==> config.mk <==
export PLATFORM = sky130hd
export DESIGN_NAME = serial_rx_cfg
export DESIGN_NICKNAME = d
export VERILOG_FILES = /design/src/rtl/serial_rx_cfg.sv
export SDC_FILE = /design/constraint.sdc
export NUM_CORES = 1
export LEC_CHECK = 0
export CORE_UTILIZATION = 52
export CTS_BUF_LIST = sky130_fd_sc_hd__clkbuf_4
export CTS_CLUSTER_DIAMETER = 150
export DETAILED_ROUTE_END_ITERATION = 7
export GPL_ROUTABILITY_DRIVEN = 0
export PLACE_DENSITY = 0.78
export SYNTH_ARGS = -nofsm -noshare
export SYNTH_HDL_FRONTEND = slang
export SYNTH_SLANG_ARGS = --single-unit
export TNS_END_PERCENT = 5
==> constraint.sdc <==
create_clock -name i_Clock -period 4.19 [get_ports i_Clock]
set_input_delay 0.838 -clock i_Clock [delete_from_list [all_inputs] [get_ports i_Clock]]
set_output_delay 0.838 -clock i_Clock [all_outputs]
set_load 0.05 [all_outputs]
==> src/rtl/serial_rx_cfg.sv <==
// Configurable UART receiver: 5..9 data bits, none/odd/even parity, 1 or 2 stop bits,
// 3-sample majority voting, parity/framing error and break flags.
module serial_rx_cfg #(
    parameter int BAUDRATE        = 115200,
    parameter int CLOCK_FREQUENCY = 48000000,
    parameter int DATA_BITS       = 8,
    parameter int PARITY          = 0,
    parameter int STOP_BITS       = 1
) (
    input  logic                 i_Clock,
    input  logic                 i_Reset,
    input  logic                 i_Rx_Serial,
    output logic                 o_Rx_DV,
    output logic [DATA_BITS-1:0] o_Rx_Data,
    output logic                 o_Parity_Err,
    output logic                 o_Frame_Err,
    output logic                 o_Break,
    output logic                 o_Busy
);
    localparam int CLKS_PER_BIT = CLOCK_FREQUENCY / BAUDRATE;
    localparam int MID          = CLKS_PER_BIT / 2;
    localparam int CW           = $clog2(CLKS_PER_BIT);
    localparam logic [CW-1:0] C_LO  = CW'(MID - 1);
    localparam logic [CW-1:0] C_MID = CW'(MID);
    localparam logic [CW-1:0] C_HI  = CW'(MID + 1);
    localparam logic [CW-1:0] C_END = CW'(CLKS_PER_BIT - 1);
    localparam logic [3:0]    LAST_DATA = 4'(DATA_BITS - 1);
    localparam bit            ODD = (PARITY == 1);

    generate
        if (CLKS_PER_BIT < 8) begin : g_bad_rate
            $error("serial_rx_cfg: CLKS_PER_BIT must be at least 8");
        end
        if (DATA_BITS < 5 || DATA_BITS > 9) begin : g_bad_width
            $error("serial_rx_cfg: DATA_BITS must be 5..9");
        end
        if (PARITY < 0 || PARITY > 2) begin : g_bad_parity
            $error("serial_rx_cfg: PARITY must be 0, 1 or 2");
        end
        if (STOP_BITS < 1 || STOP_BITS > 2) begin : g_bad_stop
            $error("serial_rx_cfg: STOP_BITS must be 1 or 2");
        end
    endgenerate

    typedef enum logic [2:0] {
        IDLE, START, DATA, PARITY_BIT, STOP, DONE, BRK_WAIT
    } state_t;

    state_t                state;
    logic                  rx_meta, rxs;
    logic [1:0]            sync_fill;
    logic                  armed;
    logic [CW-1:0]         cnt;
    logic [3:0]            bit_idx;
    logic                  stop_idx;
    logic                  vote_a, vote_b;
    logic [DATA_BITS-1:0]  shreg;
    logic                  par_acc, par_err, stop_err, all_zero;
    logic                  maj, at_hi, cnt_end, last_stop;

    assign maj       = (vote_a & vote_b) | (vote_a & rxs) | (vote_b & rxs);
    assign at_hi     = (cnt == C_HI);
    assign cnt_end   = (cnt == C_END);
    assign last_stop = (STOP_BITS == 1) || stop_idx;
    assign o_Busy    = (state != IDLE);

    always_ff @(posedge i_Clock) begin
        if (i_Reset) begin
            rx_meta      <= 1'b1;
            rxs          <= 1'b1;
            sync_fill    <= '0;
            armed        <= 1'b0;
            state        <= IDLE;
            cnt          <= '0;
            bit_idx      <= '0;
            stop_idx     <= 1'b0;
            vote_a       <= 1'b0;
            vote_b       <= 1'b0;
            shreg        <= '0;
            par_acc      <= 1'b0;
            par_err      <= 1'b0;
            stop_err     <= 1'b0;
            all_zero     <= 1'b1;
            o_Rx_DV      <= 1'b0;
            o_Rx_Data    <= '0;
            o_Parity_Err <= 1'b0;
            o_Frame_Err  <= 1'b0;
            o_Break      <= 1'b0;
        end else begin
            rx_meta   <= i_Rx_Serial;
            rxs       <= rx_meta;
            sync_fill <= {sync_fill[0], 1'b1};
            // The synchronizer's reset value is not evidence of an idle line; wait
            // until the real line has propagated through both stages.
            if (sync_fill[1] && rxs) armed <= 1'b1;
            o_Rx_DV <= 1'b0;

            if (state == START || state == DATA || state == PARITY_BIT || state == STOP) begin
                cnt <= cnt_end ? '0 : cnt + 1'b1;
                if (cnt == C_LO)  vote_a <= rxs;
                if (cnt == C_MID) vote_b <= rxs;
            end

            case (state)
                IDLE: begin
                    cnt      <= '0;
                    bit_idx  <= '0;
                    stop_idx <= 1'b0;
                    par_acc  <= 1'b0;
                    par_err  <= 1'b0;
                    stop_err <= 1'b0;
                    all_zero <= 1'b1;
                    if (armed && !rxs) state <= START;
                end
                START: begin
                    if (at_hi && maj) state <= IDLE;
                    else if (cnt_end) state <= DATA;
                end
                DATA: begin
                    if (at_hi) begin
                        shreg   <= {maj, shreg[DATA_BITS-1:1]};
                        par_acc <= par_acc ^ maj;
                        if (maj) all_zero <= 1'b0;
                    end
                    if (cnt_end) begin
                        if (bit_idx == LAST_DATA) state <= (PARITY != 0) ? PARITY_BIT : STOP;
                        else bit_idx <= bit_idx + 4'd1;
                    end
                end
                PARITY_BIT: begin
                    if (at_hi) begin
                        par_err <= ((par_acc ^ maj) != ODD);
                        if (maj) all_zero <= 1'b0;
                    end
                    if (cnt_end) state <= STOP;
                end
                STOP: begin
                    // The final stop bit is decided at mid-bit so a following start
                    // edge is never missed.
                    if (at_hi) begin
                        if (last_stop) begin
                            state        <= DONE;
                            o_Rx_DV      <= 1'b1;
                            o_Rx_Data    <= shreg;
                            o_Parity_Err <= par_err;
                            o_Frame_Err  <= stop_err | !maj;
                            o_Break      <= all_zero & !maj;
                        end else begin
                            stop_err <= stop_err | !maj;
                            if (maj) all_zero <= 1'b0;
                        end
                    end
                    if (cnt_end) stop_idx <= 1'b1;
                end
                DONE:     state <= o_Break ? BRK_WAIT : IDLE;
                BRK_WAIT: if (rxs) state <= IDLE;
                default:  state <= IDLE;
            endcase
        end
    end
endmodule
Word level (Yosys, flattened, before mapping):

Index checks and enable logic that the tools add are counted.

* register bits: 46
* input bits: 3
* output and inout port bits: 13
* logic and storage cells: 99

* $add $sub $neg: 2
* equal/unequal tests: 23
* mux-type cells: 22
* bitwise operators: 8
* reduce and logical (&&, ||, !) cells: 25

Operators by type and width (number)
* 9-bit by 8-bit == test with 1-bit output (second input constant): 3
* 3-bit two-way mux: 9
* 3-bit one-hot mux with 7 select lines: 1
* 2-bit inequality test (second input constant): 8
* 2-bit AND reduction: 6
* 9-bit by 1-bit adder with 9-bit output (second input constant): 1
* 3-bit == test (second input constant): 3
* 9-bit == test (second input constant): 1
* 9-bit two-way mux: 1
* 4-bit two-way mux: 2
* 4-bit one-hot mux with 2 select lines: 1
* 7-bit AND reduction: 1
* 3-bit by 2-bit == test with 1-bit output (second input constant): 2
* 2-bit by 1-bit inequality test with 1-bit output (second input constant): 3
* 1-bit one-hot mux with 2 select lines: 3
* 3-bit AND reduction: 2
* 2-bit nonzero test: 3
* 2-bit OR reduction: 3
* 1-bit two-way mux: 5
* 4-bit by 1-bit adder with 4-bit output (second input constant): 1
* 1-bit AND: 4
* 4-bit by 3-bit == test with 1-bit output (second input constant): 1
* 3-bit by 1-bit == test with 1-bit output (second input constant): 1
* 1-bit logical AND: 3
* other kinds (8): 12

Depth between registers and ports, before layout:

* word-level depth: 6
* gate-level depth with buffers: 7
* depth with buffers taken out: 6

Worst setup path before layout:

Ideal clock, no wire load.

* path type: reg2out
* start: register state[2]
* end: output port o_Busy
* arrival: 1111 ps
* data required time: 3352 ps
* slack: 2241 ps
* stages on the path, launching flop included: 4
* path buffers: 2
* cells stage by stage: dfxtp_1 > buf_2 > or3_1 > buf_2

* cells in the longest elaborated chain, start to end: 1

RTL lines
* start: declaration: RTL line 49 `state_t state;`
* start signal: assignment: RTL line 126 `if (bit_idx == LAST_DATA) state <= (PARITY != 0) ? PARITY_BIT : STOP;`
* start signal: assignment: RTL line 155 `DONE: state <= o_Break ? BRK_WAIT : IDLE;`
* 3-bit nonzero test: RTL line 65 `assign o_Busy = (state != IDLE);`
* end: declaration: RTL line 18 `output logic o_Busy`

No other way between the ends.

Worst setup path after layout:

Ends and elaborated chain as after synthesis.

==> results.json <==
{
  "start_kind": "flop",
  "cts_tree": "built",
  "startpoint": "state[2]",
  "grt_pass1_vias": 1483,
  "worstReg2RegStart": "state[2]",
  "htree_levels": 2,
  "power_switching_uw": 162,
  "relSlewSlack_pct": 56.6,
  "leakage_nw": 0.988,
  "nFillCells": 335,
  "setup_tns_ns": 0,
  "synth_fp_nets": 237,
  "die_y_um": 65.9,
  "maxSlewViolCount": 0,
  "grt_max_degree": 20,
  "routedWlPerCell_um": 13.6,
  "cts_sinks": 46,
  "grt_usage_pct": 21.1,
  "cap_violations": 0,
  "finalClockSkew_ns": 0.0191,
  "port_buffers": 15,
  "r2r_cells": 4,
  "setup_violations": 0,
  "pre_cts_slack_ns": 1.35,
  "yosysWarnings": 0,
  "peakVddDrop_uv": 210,
  "holdBufCountCts": 0,
  "grt_pass1_wl_um": 6890,
  "ant_nets": 0,
  "clk_pin_slew_worst_paths_ns": 0.15,
  "yosysTopAreaCellShare_pct": 43.4,
  "drive_gt1_share_pct": 11.9,
  "finalCritPeriodShare_pct": 78.2,
  "dieArea_um2": 4340,
  "synth_ff_type": "dfxtp_1",
  "start_util_pct": 55.8,
  "met2_usage_pct": 30.0,
  "post_synth_num_cell_types": 52,
  "cts_max_path_buffers": 2,
  "drc": 0,
  "grt.met1_usage_pct": 29.3,
  "max_stage_delay_ns": 0.88,
  "die_width_um": 65.9,
  "synth_edf_count": 0,
  "final_util_pct": 62.4,
  "finalHoldViolCount": 0,
  "hold_path_class": "flop to flop",
  "power_frac_seq_pct": 60.2,
  "numCtsBuffers": 5,
  "endpoint_kind": "output pin",
  "endpoint": "o_Busy",
  "io_pins": 16,
  "ys_top_cells_by_count": "46 x dfxtp_1, 33 x nor2_1, 17 x mux2i_1",
  "r2r-end": "vote_a",
  "rsz0062_at_grt": "no",
  "synthArstFlopShare_pct": 0,
  "postCtsSetupBuffers": 0,
  "period_minus_slack_ns": 3.28,
  "synth_cells": 230,
  "place_inst": 283,
  "worst_pin_slew_ns": 0.650,
  "first_pass_iters": 5,
  "top_usage_layer": "met2",
  "synthToLayoutAreaGrowth_pct": 11.7,
  "p_per_area_nw_per_um2": 310,
  "finish.instance_area_um2": 2370,
  "crit_required_ns": 3.35,
  "root_buffer": "clkbuf_4",
  "use_met3_pct": 6.72,
  "coreArea_um2": 3800,
  "synth.avg_cell_area_um2": 9.22,
  "reg2reg_slack_ns": 2.22,
  "total_power_uw": 734,
  "rows": 22,
  "p_int_uw": 572,
  "placed_area_um2": 2290,
  "hold_slack_ns": 0.453,
  "arrival_ns": 2.44,
  "grt.overflow.total": 0,
  "path_cells": "or3_1 > clkdlybuf4s50_1",
  "clkPwrFrac_pct": 37.7,
  "post_cts_resized": 0,
  "place_hpwl_um": 2740,
  "via_per_inst": 5.57,
  "layoutNonFillerInstCount": 291,
  "nets": 249,
  "antenna_cells": 0,
  "synth_area_um2": 2120,
  "routed_wirelength_um": 3960,
  "critPathMaxFanout": 16,
  "yosysTopAreaCell": "dfxtp_1",
  "grt_antenna_before_repair": 0,
  "worst-setup-path-type": "flop to output pin",
  "swShare_pct": 22.0,
  "comb_power_share_pct": 2.1,
  "vias": 1622,
  "seq_area_frac_synth_pct": 43.4,
  "synth_most_common_cell": "dfxtp_1",
  "setup_ws_ns": 0.913,
  "yosys-top-cells-area": "dfxtp_1 43%, mux2i_1 8.0%, nor2_1 5.8%, xor2_1 3.3%, nand2_1 2.7%",
  "clock_latency_ns": 0.38,
  "clock.fmax_mhz": 305,
  "cpMaxStageDelayCell": "clkdlybuf4s50_1",
  "drt_iter0_drc": 85,
  "status": "finished, final reports clean",
  "synth-seq-cells": 46
}
worst max-delay path, delay by kind of cell, from the launching register on:
kind	cells	cell delay (ns)
buf+inv	1	0.88
flops	1	0.74
simple gates	1	0.45
worst min path at each step:
stage                       startpoint      endpoint  slack [ns]  depth (start not counted)
after floorplan                rx_meta           rxs        0.39                          1
after global placement         rx_meta           rxs        0.40                          1
after detailed placement       rx_meta           rxs        0.40                          1
after CTS                      rx_meta           rxs        0.45                          1
after global routing      sync_fill[0]  sync_fill[1]        0.47                          1
final                          rx_meta           rxs        0.45                          1
power groups by stage:
stage / sequential [mW] / clock, mW / combinational [mW]
floorplan: 0.451 / 0 / 0.0119
global placement: 0.452 / 0 / 0.0153
detailed placement: 0.452 / 0 / 0.0156
CTS: 0.442 / 0.282 / 0.0156
global route: 0.443 / 0.299 / 0.0177
finish: 0.442 / 0.276 / 0.0156
routing by layer:
layer  vias up  wire [µm]
met1       762       2000
met5         -          0
met2        26       1760
met3         4        162
met4         0         41
li1        830          -
state kept, by name, indices dropped and copies added (netlist names):
name	cells
sync_fill	2
state	3
o_Parity_Err	1
o_Break	1
par_err	1
o_Frame_Err	1
o_Rx_DV	1
vote_b	1
cnt	9
armed	1
par_acc	1
vote_a	1
o_Rx_Data	8
bit_idx	4
all_zero	1
rxs	1
shreg	8
rx_meta	1
layout make-up:
type	count	area, µm²	area share [%]
clock inverters	3	43.8	1.85
multi-input cells	166	1120	47.4
inverters	7	26.3	1.11
well taps	48	60.1	2.54
flip-flops and latches	46	921	38.9
repair buffers	16	158	6.66
clock buffers	5	37.5	1.58
cells in the final DEF (no fill, tap or decap), types with 4 or more instances in the layout:
cell type,count
xor2_1,8
a21oi_1,10
ha_1,4
o21ai_0,6
inv_1,7
clkdlybuf4s50_1,15
dfxtp_1,46
clkbuf_4,5
nor2_1,33
or2_2,4
mux2i_1,17
nand3_1,10
nand2_1,15
nand4_1,7
cell families after synthesis:
kind of cell,synth area share [%]
compound gates,9.38
xor+xnor,3.72
mux,8.02
flops,43.4
buf+inv,3.66
fa+ha+maj,2.83
simple gates,29.0
No activity file was read; power rests on OpenSTA's default activity.
